<file path="src/rtl/hazard_scoreboard_if.sv">
// Datapath-side bundle for the hazard/scoreboard unit: pipeline register indices and
// controls in, stall/flush/forward selects and multi-cycle completion out.
interface hazard_scoreboard_if #(
  parameter int REG_BITS = 4
);
  localparam int NREGS = 2 ** REG_BITS;

  logic [REG_BITS-1:0] Rs1D, Rs2D;
  logic [REG_BITS-1:0] Rs1E, Rs2E, RdE;
  logic [REG_BITS-1:0] RdM, RdW;
  logic                RegWriteM, RegWriteW;
  logic                ResultSrcE, PCSrcE;
  logic                McStartD, McStartE;

  logic                StallF, StallD, FlushD, FlushE;
  logic [1:0]          ForwardAE, ForwardBE;
  logic                McDone, McBusy, McErr;
  logic [REG_BITS-1:0] McRd;
  logic [NREGS-1:0]    Busy;

  modport master (
    output Rs1D, Rs2D, Rs1E, Rs2E, RdE, RdM, RdW,
    output RegWriteM, RegWriteW, ResultSrcE, PCSrcE, McStartD, McStartE,
    input  StallF, StallD, FlushD, FlushE, ForwardAE, ForwardBE,
    input  McDone, McBusy, McErr, McRd, Busy
  );

  modport slave (
    input  Rs1D, Rs2D, Rs1E, Rs2E, RdE, RdM, RdW,
    input  RegWriteM, RegWriteW, ResultSrcE, PCSrcE, McStartD, McStartE,
    output StallF, StallD, FlushD, FlushE, ForwardAE, ForwardBE,
    output McDone, McBusy, McErr, McRd, Busy
  );
endinterface

</file>
<file path="src/rtl/hazard_scoreboard.sv">
// Forwarding, load-use/scoreboard stall and branch flush for the 5-stage core, plus a
// one-deep scoreboard for the fixed-latency MUL/DIV unit. All controls are same-cycle.
module hazard_scoreboard #(
  parameter int REG_BITS = 4,
  parameter int MC_LAT   = 4,
  parameter int ZERO_REG = 1
) (
  input logic                clk,
  input logic                reset,
  hazard_scoreboard_if.slave hz
);
  localparam int NREGS = 2 ** REG_BITS;

  logic [3:0]          cnt;
  logic [REG_BITS-1:0] mcRdQ;
  logic [NREGS-1:0]    busyQ;
  logic [NREGS-1:0]    busyNext;
  logic                mcErrQ;

  logic accept, mcDone, mcBusy;
  logic v1D, v2D, hit1E, hit2E;
  logic lwStall, sbStall, stStall, stall;

  function automatic logic isValid(input logic [REG_BITS-1:0] r);
    return !(ZERO_REG != 0 && r == '0);
  endfunction

  function automatic logic [1:0] fwdSel(
    input logic [REG_BITS-1:0] rs,
    input logic [REG_BITS-1:0] rdM,
    input logic                wrM,
    input logic [REG_BITS-1:0] rdW,
    input logic                wrW,
    input logic [REG_BITS-1:0] mcRd,
    input logic                done
  );
    if (!isValid(rs))            return 2'b00;
    if (wrM && rs == rdM)        return 2'b10;
    if (wrW && rs == rdW)        return 2'b01;
    if (done && rs == mcRd)      return 2'b11;
    return 2'b00;
  endfunction

  assign mcDone = (cnt == 4'd1);
  assign mcBusy = (cnt != 4'd0);
  assign accept = hz.McStartE && (cnt <= 4'd1);

  // Completion clear goes first so a back-to-back issue to the same register stays busy.
  always_comb begin
    busyNext = busyQ;
    if (mcDone) busyNext[mcRdQ] = 1'b0;
    if (accept) busyNext[hz.RdE] = isValid(hz.RdE);
  end

  always_ff @(posedge clk or posedge reset) begin
    if (reset) begin
      cnt    <= 4'd0;
      mcRdQ  <= '0;
      busyQ  <= '0;
      mcErrQ <= 1'b0;
    end else begin
      busyQ <= busyNext;
      if (accept) begin
        cnt   <= 4'(MC_LAT);
        mcRdQ <= hz.RdE;
      end else if (mcBusy) begin
        cnt <= cnt - 4'd1;
      end
      if (hz.McStartE && !accept) mcErrQ <= 1'b1;
    end
  end

  assign v1D   = isValid(hz.Rs1D);
  assign v2D   = isValid(hz.Rs2D);
  assign hit1E = v1D && (hz.Rs1D == hz.RdE);
  assign hit2E = v2D && (hz.Rs2D == hz.RdE);

  assign lwStall = hz.ResultSrcE && (hit1E || hit2E);
  assign sbStall = (v1D && busyQ[hz.Rs1D]) || (v2D && busyQ[hz.Rs2D])
                || (hz.McStartE && (hit1E || hit2E));
  assign stStall = hz.McStartD && (mcBusy || hz.McStartE);
  assign stall   = lwStall || sbStall || stStall;

  // A taken branch kills D anyway, so the PC must still advance to the target.
  assign hz.StallF = stall && !hz.PCSrcE;
  assign hz.StallD = stall && !hz.PCSrcE;
  assign hz.FlushD = hz.PCSrcE;
  assign hz.FlushE = stall || hz.PCSrcE;

  assign hz.ForwardAE = fwdSel(hz.Rs1E, hz.RdM, hz.RegWriteM, hz.RdW, hz.RegWriteW, mcRdQ, mcDone);
  assign hz.ForwardBE = fwdSel(hz.Rs2E, hz.RdM, hz.RegWriteM, hz.RdW, hz.RegWriteW, mcRdQ, mcDone);

  assign hz.McDone = mcDone;
  assign hz.McBusy = mcBusy;
  assign hz.McErr  = mcErrQ;
  assign hz.McRd   = mcRdQ;
  assign hz.Busy   = busyQ;
endmodule

</file>
<file path="src/flat_wrapper.sv">
// flat-port wrapper written by rule: the top's interface ports become plain ports
module hazard_scoreboard_flat 
#(
  parameter int REG_BITS = 4,
  parameter int MC_LAT   = 4,
  parameter int ZERO_REG = 1
)
  (clk, reset, hz_Rs1D, hz_Rs2D, hz_Rs1E, hz_Rs2E, hz_RdE, hz_RdM, hz_RdW, hz_RegWriteM, hz_RegWriteW, hz_ResultSrcE, hz_PCSrcE, hz_McStartD, hz_McStartE, hz_StallF, hz_StallD, hz_FlushD, hz_FlushE, hz_ForwardAE, hz_ForwardBE, hz_McDone, hz_McBusy, hz_McErr, hz_McRd, hz_Busy);
  hazard_scoreboard_if #(.REG_BITS(REG_BITS)) hz_i ();
  input logic clk;
  input logic reset;
  input wire logic [$bits(hz_i.Rs1D)-1:0] hz_Rs1D;
  input wire logic [$bits(hz_i.Rs2D)-1:0] hz_Rs2D;
  input wire logic [$bits(hz_i.Rs1E)-1:0] hz_Rs1E;
  input wire logic [$bits(hz_i.Rs2E)-1:0] hz_Rs2E;
  input wire logic [$bits(hz_i.RdE)-1:0] hz_RdE;
  input wire logic [$bits(hz_i.RdM)-1:0] hz_RdM;
  input wire logic [$bits(hz_i.RdW)-1:0] hz_RdW;
  input wire logic [$bits(hz_i.RegWriteM)-1:0] hz_RegWriteM;
  input wire logic [$bits(hz_i.RegWriteW)-1:0] hz_RegWriteW;
  input wire logic [$bits(hz_i.ResultSrcE)-1:0] hz_ResultSrcE;
  input wire logic [$bits(hz_i.PCSrcE)-1:0] hz_PCSrcE;
  input wire logic [$bits(hz_i.McStartD)-1:0] hz_McStartD;
  input wire logic [$bits(hz_i.McStartE)-1:0] hz_McStartE;
  output wire logic [$bits(hz_i.StallF)-1:0] hz_StallF;
  output wire logic [$bits(hz_i.StallD)-1:0] hz_StallD;
  output wire logic [$bits(hz_i.FlushD)-1:0] hz_FlushD;
  output wire logic [$bits(hz_i.FlushE)-1:0] hz_FlushE;
  output wire logic [$bits(hz_i.ForwardAE)-1:0] hz_ForwardAE;
  output wire logic [$bits(hz_i.ForwardBE)-1:0] hz_ForwardBE;
  output wire logic [$bits(hz_i.McDone)-1:0] hz_McDone;
  output wire logic [$bits(hz_i.McBusy)-1:0] hz_McBusy;
  output wire logic [$bits(hz_i.McErr)-1:0] hz_McErr;
  output wire logic [$bits(hz_i.McRd)-1:0] hz_McRd;
  output wire logic [$bits(hz_i.Busy)-1:0] hz_Busy;
  assign hz_i.Rs1D = hz_Rs1D;
  assign hz_i.Rs2D = hz_Rs2D;
  assign hz_i.Rs1E = hz_Rs1E;
  assign hz_i.Rs2E = hz_Rs2E;
  assign hz_i.RdE = hz_RdE;
  assign hz_i.RdM = hz_RdM;
  assign hz_i.RdW = hz_RdW;
  assign hz_i.RegWriteM = hz_RegWriteM;
  assign hz_i.RegWriteW = hz_RegWriteW;
  assign hz_i.ResultSrcE = hz_ResultSrcE;
  assign hz_i.PCSrcE = hz_PCSrcE;
  assign hz_i.McStartD = hz_McStartD;
  assign hz_i.McStartE = hz_McStartE;
  assign hz_StallF = hz_i.StallF;
  assign hz_StallD = hz_i.StallD;
  assign hz_FlushD = hz_i.FlushD;
  assign hz_FlushE = hz_i.FlushE;
  assign hz_ForwardAE = hz_i.ForwardAE;
  assign hz_ForwardBE = hz_i.ForwardBE;
  assign hz_McDone = hz_i.McDone;
  assign hz_McBusy = hz_i.McBusy;
  assign hz_McErr = hz_i.McErr;
  assign hz_McRd = hz_i.McRd;
  assign hz_Busy = hz_i.Busy;
  hazard_scoreboard #(.REG_BITS(REG_BITS), .MC_LAT(MC_LAT), .ZERO_REG(ZERO_REG)) u_core (.clk(clk), .reset(reset), .hz(hz_i));
endmodule
</file>
<file path="config.mk">
export PLATFORM = sky130hd
export DESIGN_NAME = hazard_scoreboard_flat
export DESIGN_NICKNAME = d
export VERILOG_FILES = /design/src/rtl/hazard_scoreboard_if.sv /design/src/rtl/hazard_scoreboard.sv /design/src/flat_wrapper.sv
export SDC_FILE = /design/constraint.sdc
export NUM_CORES = 1
export LEC_CHECK = 0
export CORE_UTILIZATION = 49
export CTS_CLUSTER_DIAMETER = 40
export CTS_CLUSTER_SIZE = 28
export DETAILED_ROUTE_END_ITERATION = 10
export PLACE_DENSITY_LB_ADDON = 0.12
export SLEW_MARGIN = 20
export SYNTH_ARGS = -nofsm -noshare
export SYNTH_HDL_FRONTEND = slang
export SYNTH_SLANG_ARGS = --single-unit
</file>
<file path="constraint.sdc">
create_clock -name clk -period 5.03 [get_ports clk]
set_input_delay 1.509 -clock clk [delete_from_list [all_inputs] [get_ports clk]]
set_output_delay 1.509 -clock clk [all_outputs]
set_load 0.02 [all_outputs]
</file>
==> out/results.tsv <==
metric	value	unit
LEAKAGE	1.083	nW
EDFF count, synth	0	
Total Routed Length	5225	microns
number of core rows	22	
# diodes	0	
critical path fanouts, max	4	
post-DP HPWL	4092	microns
Rel. slew slack	39.73	%
Clock Skew	2.647	ps
critical path class	in -> out	
worst hold path type	reg -> reg	
synth warn	0	
commonest non-fill, non-tap cells in the layout	59 x clkdlybuf4s50_1, 25 x dfrtp_1, 22 x o21ai_0	
Worst path max stage delay	610	ps
period utilization	97.91	%
PwrDens	420.0	nW/um^2
outcome	finished clean	
clk_lat worst skew	270	ps
Avg Cell Area, Syn	8.892	sq um
initial antenna violation count	0	
CTS root buf	clkbuf_8	
VDD IR max	0.0003351	V
die height	64.47	microns
pin count of the biggest net entering global routing	26	
crit path max-delay cell type	clkdlybuf4s50_1	
CTS tree	yes	
Area Growth Syn to Fin	41.69	%
Fin. Hold Viols	0	
most used cell along the critical path	clkdlybuf4s50_1	
nets@finish	323	
Seq/Total Area, Yosys	32.72	%
H-Tree Depth	1	
Clock Pin Slew Worst Setup and Hold Paths	90	ps
DIE AREA	4156	sq um
core box area	3689	sq um
final setup fails	0	
Yosys cell types	43	
Worst-Margin Slew	903.0	ps
Fillers	299	
commonest non-fill, non-tap cell in the layout	clkdlybuf4s50_1	
cell area after synthesis	1912	sq um
vias in the first global route	1722	
synthesized instance count	215	
family with the most delay on the worst path	buffers and inverters	
Max-Cap Viols	0	
Final Util	73.44	%
crit start category	input pin	
DRT iter0 DRCs	114	
Max Root-Sink Buffers	2	
Placer Congestion	0.8539	
Final ANT Viol Nets	0	
CTS Buf Count	3	
critical path required time	3520	ps
post-synthesis register bit count	25	
unrepaired setup endpoints after global routing	false	
Port Buffers	66	
fin. max-slew vios	0	
vias per inst	5.716	
Post-synth top flop	dfrtp_1	
DRT Pass-1 Iters	4	
PnR Total Power	1.138	mW
Die Wd	64.47	microns
GR Util All Layers	26.15	%
crit end category	primary output	
# IOs	67	
via count	1892	
Tmin final	4925	ps
async set or reset register ratio after synthesis	100.0	%
CTS Sinks	25	
share of layout cells above drive strength 1	8.127	%
mean routed wirelength per cell	15.79	microns
global route overflow	0	
fmax	203.1	MHz
syn nets	254	
drt drc	0	
crit path buf inv count	2	
Worst Path Arrival	3420	ps
Cell Chain, Critical Path	clkdlybuf4s50_1 -> xor2_1 -> nor4_2 -> a21oi_1 -> nor2_1 -> clkdlybuf4s50_1	
initial core utilization	51.83	%
first-pass GRT wire length	8383	microns
-- state kept, by name (all words and copies together), names as in the netlist --
| signal | flops |
|---|---|
| u_core.hz.Busy | 16 |
| u_core.hz.McErr | 1 |
| u_core.cnt | 4 |
| u_core.hz.McRd | 4 |
-- worst paths after layout --
check,end,start,cells after the start,slack (ps)
min in group asynchronous,u_core.hz.Busy[15],reset,2,1730
max in group asynchronous,u_core.hz.Busy[6],reset,2,2750
worst max-delay path,hz_ForwardAE[1],hz_Rs1E[2],6,110
worst max register to register,u_core.hz.Busy[14],u_core.cnt[1],6,2960
worst min-delay path,u_core.hz.McErr,u_core.hz.McErr,1,470
worst min register to register,u_core.hz.McErr,u_core.hz.McErr,1,470
-- cell type report --
class / count / area (sq um) / share of cell area (%)
clock buffer: 3 / 41.29 / 1.524
inverter: 8 / 30.03 / 1.109
multi-input combinational: 168 / 1192 / 44.02
tap: 48 / 60.06 / 2.217
sequential: 25 / 625.6 / 23.09
timing repair buffer: 78 / 752.0 / 27.76
clock inverter: 1 / 7.507 / 0.2771
-- metrics by stage --
step                std cells  hold slack (ps)  setup TNS (ps)  setup slack (ps)  area (sq um)
finish                    331            467.3               0             105.3          2709
CTS                       331            473.0               0             22.32          2698
global route              331            506.5               0             14.23          2709
global placement          327            446.9          -800.7            -269.7          2653
floorplan                 215            536.1               0             467.8          1912
detailed placement        327            446.9          -895.7            -301.8          2653
-- routing by layer --
metal  up-vias  track usage [%]  routed length [microns]
met4         0            6.944                       87
met1       882            37.26                     2429
met2        88            42.11                     2325
met3        11            3.169                      383
met5         -                0                        0
li1        911                -                        -
-- timing repair --
action,4_1_cts,5_1_grt
hold buffers,0,0
buffers inserted,0,0
resized for setup,7,3
setup endpoints to repair,3,3
pin swaps,1,0
-- cells by family after synthesis --
kind of cell | Yosys count | share of synthesized area, %
AO/OA/AOI/OAI | 51 | 17.28
XOR/XNOR | 32 | 14.66
adder cells (fa/ha/maj) | 3 | 1.964
buffers and inverters | 22 | 5.235
flip-flops | 25 | 32.72
multiplexers | 8 | 8.573
AND/OR/NAND/NOR | 74 | 19.57
-- Yosys cell counts (all sizes together), types with 2 or more instances --
library cell	number	area share, %
xor2	13	6.0
dfrtp	25	33
nor3	5	1.3
xnor2	19	8.7
mux4	6	7.5
nor4	5	2.0
o2111ai	2	0.92
nand2	21	4.1
or3b	2	0.92
a31oi	2	0.65
buf	5	1.9
clkbuf	9	1.8
and2	3	0.98
nand2b	4	1.3
a21oi	7	1.8
a32o	4	2.1
nor2	16	3.1
nand3	6	1.6
o21ai	22	5.8
nand4	2	0.65
o31ai	2	0.79
nand3b	4	1.6
o211ai	3	1.2
or3	5	1.6
ha	3	2.0
inv	8	1.6
-- report_power, final --
group / internal [mW] / leakage (nW) / switching, mW
Clock: 0.0561 / 0.0217 / 0.0630
Combinational: 0.313 / 0.779 / 0.299
Sequential: 0.281 / 0.282 / 0.125
Total: 0.651 / 1.08 / 0.487
No activity file was read; power rests on OpenSTA's default activity.
